### src/rtl/mult_pkg.sv
// rtl/mult_pkg.sv - shared types and hazard match helper for the multiply issue controller
package mult_pkg;

  localparam int MULT_STAGES = 5;

  typedef struct packed {
    logic       valid;
    logic [4:0] rd;
  } mult_entry_t;

  // A source hazards on an entry only when it is read, the entry is live and rd is not x0
  function automatic logic rs_match(input logic used, input logic [4:0] rs, input mult_entry_t e);
    return used && e.valid && (e.rd != 5'd0) && (rs == e.rd);
  endfunction

endpackage

### src/rtl/mult_shadow_pipe.sv
// rtl/mult_shadow_pipe.sv - 5-entry {valid, rd} shadow of the mult pipeline with inflight count
module mult_shadow_pipe
  import mult_pkg::*;
(
  input  logic                          clk,
  input  logic                          rst,
  input  logic                          clear,
  input  logic                          in_valid,
  input  logic [4:0]                    in_rd,
  output mult_entry_t [MULT_STAGES-1:0] entries,
  output logic [2:0]                    inflight
);

  logic [2:0] next_count;

  // Count the valid bits the shadow will hold after this edge (new entry plus survivors)
  always_comb begin
    next_count = {2'b00, in_valid};
    for (int k = 0; k < MULT_STAGES - 1; k++) begin
      next_count = next_count + {2'b00, entries[k].valid};
    end
  end

  // Shift entries toward stage 5; reset or flush empties every stage
  always_ff @(posedge clk) begin
    if (rst || clear) begin
      entries  <= '0;
      inflight <= 3'd0;
    end else begin
      entries  <= {entries[MULT_STAGES-2:0], in_valid, in_rd};
      inflight <= next_count;
    end
  end

endmodule

### src/rtl/mult_issue_ctrl.sv
// rtl/mult_issue_ctrl.sv - decode-side hazard/stall, mult start/kill and writeback select
module mult_issue_ctrl
  import mult_pkg::mult_entry_t;
  import mult_pkg::rs_match;
#(
  parameter int ALU_WB_LAT  = 2,
  parameter int MULT_STAGES = 5
) (
  input  logic       clk_i,
  input  logic       rst_i,
  input  logic       kill_i,
  input  logic       dec_valid_i,
  input  logic       dec_is_mult_i,
  input  logic       dec_writes_rd_i,
  input  logic [4:0] dec_rd_i,
  input  logic [4:0] dec_rs1_i,
  input  logic [4:0] dec_rs2_i,
  input  logic       dec_rs1_used_i,
  input  logic       dec_rs2_used_i,
  output logic       issue_o,
  output logic       stall_o,
  output logic       mult_start_o,
  output logic       mult_kill_o,
  output logic       wb_sel_mult_o,
  output logic [4:0] wb_rd_o,
  output logic [2:0] inflight_o
);

  // A non-mult issued now writes back ALU_WB_LAT cycles later; the multiply that
  // reaches stage 5 at that moment currently sits in this entry (1-based).
  localparam int WB_IDX = MULT_STAGES - ALU_WB_LAT;

  mult_entry_t [MULT_STAGES-1:0] entries;
  logic                          raw;
  logic                          waw;
  logic                          wb_conf;
  logic                          alu_writer;
  logic                          go;

  mult_shadow_pipe u_shadow (
    .clk      (clk_i),
    .rst      (rst_i),
    .clear    (kill_i),
    .in_valid (mult_start_o),
    .in_rd    (dec_rd_i & {5{dec_writes_rd_i}}),
    .entries  (entries),
    .inflight (inflight_o)
  );

  assign alu_writer = !dec_is_mult_i && dec_writes_rd_i;

  // Match decode sources/destination against every live shadow entry
  always_comb begin
    raw = 1'b0;
    waw = 1'b0;
    for (int k = 0; k < MULT_STAGES; k++) begin
      raw = raw | rs_match(dec_rs1_used_i, dec_rs1_i, entries[k])
                | rs_match(dec_rs2_used_i, dec_rs2_i, entries[k]);
      waw = waw | (alu_writer && rs_match(1'b1, dec_rd_i, entries[k]));
    end
    wb_conf = alu_writer && entries[WB_IDX-1].valid && (entries[WB_IDX-1].rd != 5'd0);
  end

  // Issue/stall decisions and writeback select, all held inactive while in reset
  always_comb begin
    go            = !rst_i && dec_valid_i && !kill_i;
    stall_o       = go && (raw || waw || wb_conf);
    issue_o       = go && !stall_o;
    mult_start_o  = issue_o && dec_is_mult_i;
    mult_kill_o   = kill_i || rst_i;
    wb_sel_mult_o = !rst_i && entries[MULT_STAGES-1].valid && (entries[MULT_STAGES-1].rd != 5'd0);
    wb_rd_o       = wb_sel_mult_o ? entries[MULT_STAGES-1].rd : 5'd0;
  end

endmodule
### config.mk
export PLATFORM = sky130hd
export DESIGN_NAME = mult_issue_ctrl
export DESIGN_NICKNAME = d
export VERILOG_FILES = /design/src/rtl/mult_pkg.sv /design/src/rtl/mult_shadow_pipe.sv /design/src/rtl/mult_issue_ctrl.sv
export SDC_FILE = /design/constraint.sdc
export NUM_CORES = 1
export LEC_CHECK = 0
export CORE_MARGIN = 8
export CORE_UTILIZATION = 40
export DETAILED_ROUTE_END_ITERATION = 12
export HOLD_SLACK_MARGIN = 0.05
export PLACE_DENSITY = 0.63
export SLEW_MARGIN = 20
export SYNTH_ARGS = -nofsm -noshare
export SYNTH_HDL_FRONTEND = slang
export SYNTH_SLANG_ARGS = --single-unit
### constraint.sdc
create_clock -name clk_i -period 3.2 [get_ports clk_i]
set_clock_uncertainty 0.15 [all_clocks]
set_input_delay 0.48 -clock clk_i [delete_from_list [all_inputs] [get_ports clk_i]]
set_output_delay 0.48 -clock clk_i [all_outputs]
set_load 0.02 [all_outputs]
* Word level (Yosys, flattened, before mapping)
Index checks and enable logic that the tools add are counted.
** Word-level totals
- Flip-flop bits (word level) :: 33
- Bits in latches :: 0
- Memories :: 0
- Output and inout port bits :: 13
- ROM bits :: 0
- Memory bits (writable) :: 0
** Cells by class
- $add $sub $neg :: 4
- Div/mod/pow operators :: 0
- Shift operators :: 0
- Mux-type cells :: 1
- Multipliers :: 0
- Equal/unequal tests :: 15
- Order comparisons :: 0
- Bitwise operators :: 14
- Reduce and logical (&&, ||, !) cells :: 67
** Operators by type and width (count)
- $eq 5x5->1 :: 15
- $logic_and 1x1->1 :: 55
- $reduce_bool 5->1 :: 5
- $or 1x1->1 :: 13
- $add 3x1->3 :: 3
- $and 5x5->5 :: 1
- $mux 5 :: 1
- $logic_not 1->1 :: 4
- $logic_or 1x1->1 :: 3
- $add 1x1->2 :: 1

* Longest topological paths before layout
- Depth in word-level cells :: 22
- Depth in mapped cells :: 14
- Mapped depth without buffers :: 13

* Modules after synthesis
A second synthesis with hierarchy kept.
** Second synthesis, totals
- Cells, all modules :: 232
- Area total of the unflattened synthesis :: 2299.7 sq um
** Modules (own cells, without submodules)
- mult_shadow_pipe :: area each 1219.9 sq um, cells each 82, instances 1
- mult_issue_ctrl :: area each 1079.8 sq um, cells each 150, instances 1

* Worst setup path after synthesis
Ideal clock, no wire load.
- Kind :: reg-to-reg
- Start :: register, netlist name u_shadow.entries[24]
- End :: register u_shadow.inflight[1]
- Required time :: 2935 ps
- Library setup time :: 115 ps
- Setup slack :: -493 ps
- Data arrival time :: 3428 ps
- Stages on the path, launching flop included :: 14
- Cells stage by stage :: dfxtp_1 -> or4_1 -> o21ai_2 -> inv_2 -> a222oi_1 -> nand4_1 -> nor2_1 -> ha_1 -> inv_1 -> fa_1 -> inv_1 -> ha_1 -> fa_1 -> and2_1
** On the way
- Longest elaborated chain between the ends :: 15
- Elaborated cells on any way between the ends :: 24
- Those cells by class :: add/sub: 4; eq/ne: 3; bitwise: 3; reduce/logical: 14
** Ends and longest elaborated chain
- $reduce_bool 5->1 :: line mult_pkg.sv:13 : return used && e.valid && (e.rd != 5'd0) && (rs == e.rd);
- $logic_and 1x1->1 (2 in series) :: line mult_pkg.sv:13
- $or 1x1->1 or $logic_and 1x1->1 (tied branches) :: line mult_issue_ctrl.sv:57, mult_issue_ctrl.sv:59
- $or 1x1->1 (on tied branches) :: line mult_issue_ctrl.sv:58, mult_issue_ctrl.sv:59
- $logic_or 1x1->1 * (2 in series) :: line mult_issue_ctrl.sv:67 : stall_o = go && (raw || waw || wb_conf);
- $logic_and 1x1->1 * :: line mult_issue_ctrl.sv:67
- $logic_not 1->1 * :: line mult_issue_ctrl.sv:68 : issue_o = go && !stall_o;
- $logic_and 1x1->1 * :: line mult_issue_ctrl.sv:68
- $logic_and 1x1->1 * :: line mult_issue_ctrl.sv:69 : mult_start_o = issue_o && dec_is_mult_i;
- via mult_start_o :: line mult_issue_ctrl.sv:22 : output logic mult_start_o,
- $add 1x1->2 * :: line mult_shadow_pipe.sv:20 : next_count = next_count + {2'b00, entries[k].valid};
- $add 3x1->3 * (3 in series) :: line mult_shadow_pipe.sv:20
- via u_shadow.next_count[1] :: line mult_shadow_pipe.sv:14 : logic [2:0] next_count;
- to (signal assigned) :: line mult_shadow_pipe.sv:31 : inflight <= next_count;
- to (decl) :: line mult_shadow_pipe.sv:11 : output logic [2:0] inflight
The timed path passes the listed nets; every way through them passes the cells marked *.
A chain may end at the register's enable or synchronous reset.

* Final worst setup path
- Start :: register, netlist name u_shadow.entries[24]
- End :: register u_shadow.inflight[1]
** On the way
- Longest elaborated chain between the ends :: 15
- Elaborated cells on any way between the ends :: 24
- Those cells by class :: add/sub: 4; eq/ne: 3; bitwise: 3; reduce/logical: 14
** Ends and longest elaborated chain (line)
- $reduce_bool 5->1 :: mult_pkg.sv:13
- $logic_and 1x1->1 (2 in series) :: mult_pkg.sv:13
- $or 1x1->1 or $logic_and 1x1->1 (tied branches) :: mult_issue_ctrl.sv:57, mult_issue_ctrl.sv:59
- $or 1x1->1 (on tied branches) :: mult_issue_ctrl.sv:58, mult_issue_ctrl.sv:59
- $logic_or 1x1->1 * (2 in series) :: mult_issue_ctrl.sv:67
- $logic_and 1x1->1 * :: mult_issue_ctrl.sv:67
- $logic_not 1->1 * :: mult_issue_ctrl.sv:68
- $logic_and 1x1->1 * :: mult_issue_ctrl.sv:68
- $logic_and 1x1->1 * :: mult_issue_ctrl.sv:69
- $add 1x1->2 * :: mult_shadow_pipe.sv:20
- $add 3x1->3 * (3 in series) :: mult_shadow_pipe.sv:20
- via u_shadow.next_count[1] :: mult_shadow_pipe.sv:14
Marked as above.

==> results.json <==
{
  "worstPathCellList": "or4_4 > o21ai_4 > inv_2 > a222oi_1 > buf_4 > nand4_1 > nor2_4 > ha_4 > inv_2 > fa_1 > inv_2 > ha_4 > fa_1 > and2_1",
  "syn2layout_area_growth_pct": 42.0,
  "worst_case_setup_margin_in_the_final_layout_ps": -337,
  "crit_slowest_cell": "sky130_fd_sc_hd__or4_4",
  "number_of_i_o_port_buffers": 35,
  "diodes": 0,
  "via_count": 1733,
  "end_kind": "flip-flop",
  "io-pin-count": 36,
  "synth_fp_nets": 256,
  "top_delay_family_on_crit_path": "adder cells",
  "synth_seq_area_share_pct": 33.2,
  "clockRootBuffer": "sky130_fd_sc_hd__clkbuf_8",
  "cap_violations": 0,
  "vdd_ir_drop_max_mv": 0.151,
  "number_of_buffers_inserted_during_clock_tree_synthesis": 5,
  "run_status": "finished, violations left",
  "weighted_congestion_reported_at_the_end_of_routability_driven_placement": 0.870,
  "first_global_vias": 1746,
  "ys_types": 28,
  "num_rows": 25,
  "die_height_um": 86.5,
  "final_core_utilization_pct": 59.4,
  "slew_headroom_pct": 80.8,
  "clock.fmax_mhz": 283,
  "power.density_cell_area_nw_per_um2": 313,
  "postRouteAntennaNets": 0,
  "antenna_found_initial": 0,
  "cts.sinks": 33,
  "floorplan.die_area_sq_um": 7480,
  "slew_viol_final": 0,
  "setup_viol": 2,
  "post_route_cells_drive_above_1_share_pct": 22.3,
  "worst-path-max-fanout": 2,
  "ys_dominant_reg_cell": "sky130_fd_sc_hd__dfxtp_1",
  "cts_tree": "yes",
  "timing.final.crit_share_pct": 111,
  "critPathMaxStageDelay_ps": 550,
  "leading_cell_type_in_the_layout_fill_and_taps_excluded": "sky130_fd_sc_hd__xnor2_1",
  "drt_first_pass_iters": 4,
  "synth_enable_flop_cells": 0,
  "switching_share_pct": 24.6,
  "hold_viol": 0,
  "global_route.usage.total_pct": 15.5,
  "leakage_nw": 1.13,
  "syn-mean-instance-area_sq_um": 8.68,
  "fp.coreArea_sq_um": 4750,
  "fin_nets": 323,
  "cp_common_cell": "sky130_fd_sc_hd__inv_2",
  "clockBufferDepth": 2,
  "syn_area_sq_um": 1990,
  "seq_power_share_pct": 47.4,
  "ys_warn_count": 0,
  "pwr-share-clk_pct": 35.7,
  "drc": 0,
  "leading_cell_types_in_the_layout_fill_and_taps_excluded": "60 x sky130_fd_sc_hd__xnor2_1, 42 x sky130_fd_sc_hd__buf_4, 31 x sky130_fd_sc_hd__dfxtp_1",
  "power.net_switching_w": 0.000218,
  "grt_pass1_wl_mm": 9.03,
  "fp.dieW_um": 86.5,
  "grt_setup_unrepaired": "true",
  "synthArstFlopShare_pct": 0,
  "finalWirelength_mm": 5.54,
  "timing.hold.worst.class": "flip-flop to flip-flop",
  "p_comb_share_pct": 16.9,
  "arrival_ps": 3570,
  "internal-power_w": 0.000666,
  "initial_core_util_pct": 41.8,
  "timing.critical_path.required_ps": 3230,
  "cts-hold-fix-buffers": 0,
  "timing_worst_setup_path_type": "flip-flop to flip-flop",
  "clk_latency_ps": 280,
  "hold-worst-slack_ps": 368,
  "globalRouteOverflowTotal": 0,
  "route.detailed.vias_per_inst": 4.77,
  "postSynthCellCount": 229,
  "critical_path.startpoint_type": "flip-flop",
  "detailedRoute.firstIterationViolations": 84,
  "htree_levels": 2,
  "worst_path_buffer_plus_inverter_count": 4,
  "number_of_synthesized_register_bits": 33,
  "hpwlAfterDp_mm": 4.28,
  "wire_per_inst_um": 15.3,
  "worst_pin_slew_ps": 285,
  "violations": "negative setup slack",
  "clk_transition_reported_paths_ps": 70,
  "grt_start_max_net_pins": 33,
  "period_minus_slack_ps": 3540
}
[through the flow]
step | total power (W) | TNS [ps] | worst slack [ps] | cells | cell area, sq um
floorplan | 0.000511 | -561 | -326 | 229 | 2000
global placement | 0.000576 | -3000 | -742 | 352 | 2660
detailed placement | 0.000576 | -3180 | -806 | 352 | 2660
CTS | 0.000893 | -668 | -353 | 362 | 2800
global route | 0.000928 | -1220 | -494 | 363 | 2820
finish | 0.000884 | -612 | -337 | 363 | 2820
[worst register-to-register path, delay by kind of cell, from the launching register on]
kind / cells / cell delay [ps]
DFF: 1 / 320
adders and majority gates: 4 / 1210
buffers and inverters: 4 / 310
AOI/OAI and AO/OA: 2 / 450
and+or+nand+nor: 4 / 1020
[state kept, by name, indices dropped and copies added (netlist names)]
register	flops
u_shadow.entries	30
u_shadow.inflight	3
[power groups by stage]
stage | Sequential, W | Combinational [W] | Clock [W]
global placement | 0.000429 | 0.000147 | 0
finish | 0.000420 | 0.000149 | 0.000315
global route | 0.000420 | 0.000162 | 0.000346
floorplan | 0.000428 | 0.0000829 | 0
CTS | 0.000419 | 0.000149 | 0.000324
detailed placement | 0.000429 | 0.000147 | 0
[cell families (layout without fill, tap and decap cells)]
family	after synthesis	in the layout	share of synthesized area (%)
flops	33	33	33.2
buf+inv	26	93	4.91
simple gates	81	81	22.4
fa+ha+maj	4	4	3.27
compound gates	15	15	5.35
xor+xnor	70	70	30.8
[synth_stat cells (2+ instances only)]
library cell               number  share of area (%)
sky130_fd_sc_hd__a21oi_1        2               0.50
sky130_fd_sc_hd__a31oi_1        2               0.63
sky130_fd_sc_hd__and2_1        29                9.1
sky130_fd_sc_hd__and3_1         5                1.6
sky130_fd_sc_hd__clkbuf_1      18                3.4
sky130_fd_sc_hd__dfxtp_1       33                 33
sky130_fd_sc_hd__fa_1           2                2.0
sky130_fd_sc_hd__ha_1           2                1.3
sky130_fd_sc_hd__inv_1          7                1.3
sky130_fd_sc_hd__nand2_1       13                2.5
sky130_fd_sc_hd__nand3_1        2               0.50
sky130_fd_sc_hd__nand4_1       12                3.8
sky130_fd_sc_hd__nor2_1         9                1.7
sky130_fd_sc_hd__nor3_1         6                1.5
sky130_fd_sc_hd__o22ai_1        5                1.6
sky130_fd_sc_hd__or4_1          2               0.75
sky130_fd_sc_hd__xnor2_1       60                 26
sky130_fd_sc_hd__xor2_1        10                4.4
[cell type report]
type                       instances  area, sq um
fill                             430         1930
multi-input combinational        170         1290
timing repair buffer              78          673
sequential                        33          663
clock buffer                       7         86.3
tap                               67         83.8
inverter                           8         30.0
[what timing repair did]
item | 4_1_cts | 5_1_grt
pin swaps | 5 | 4
setup endpoints to repair | 6 | 6
buffers inserted | 3 | 2
resized for setup | 28 | 10
[final timing paths]
check	from	endpoint	slack (ps)	depth (start not counted)
setup reg to reg	u_shadow.entries[24]	u_shadow.inflight[1]	-340	14
hold reg to reg	u_shadow.entries[11]	u_shadow.entries[17]	370	2
setup / recovery	u_shadow.entries[24]	u_shadow.inflight[1]	-340	14
hold / removal	u_shadow.entries[11]	u_shadow.entries[17]	370	2
[layer usage]
layer	track usage, %	vias to the layer above	part of all wire (%)
met2	25.5	46	47
met1	19.1	806	45
met4	5.79	0	2.0
met3	3.50	10	6.0
met5	0	-	0
li1	-	871	-
Note: power is estimated with default switching activity, not from simulation.
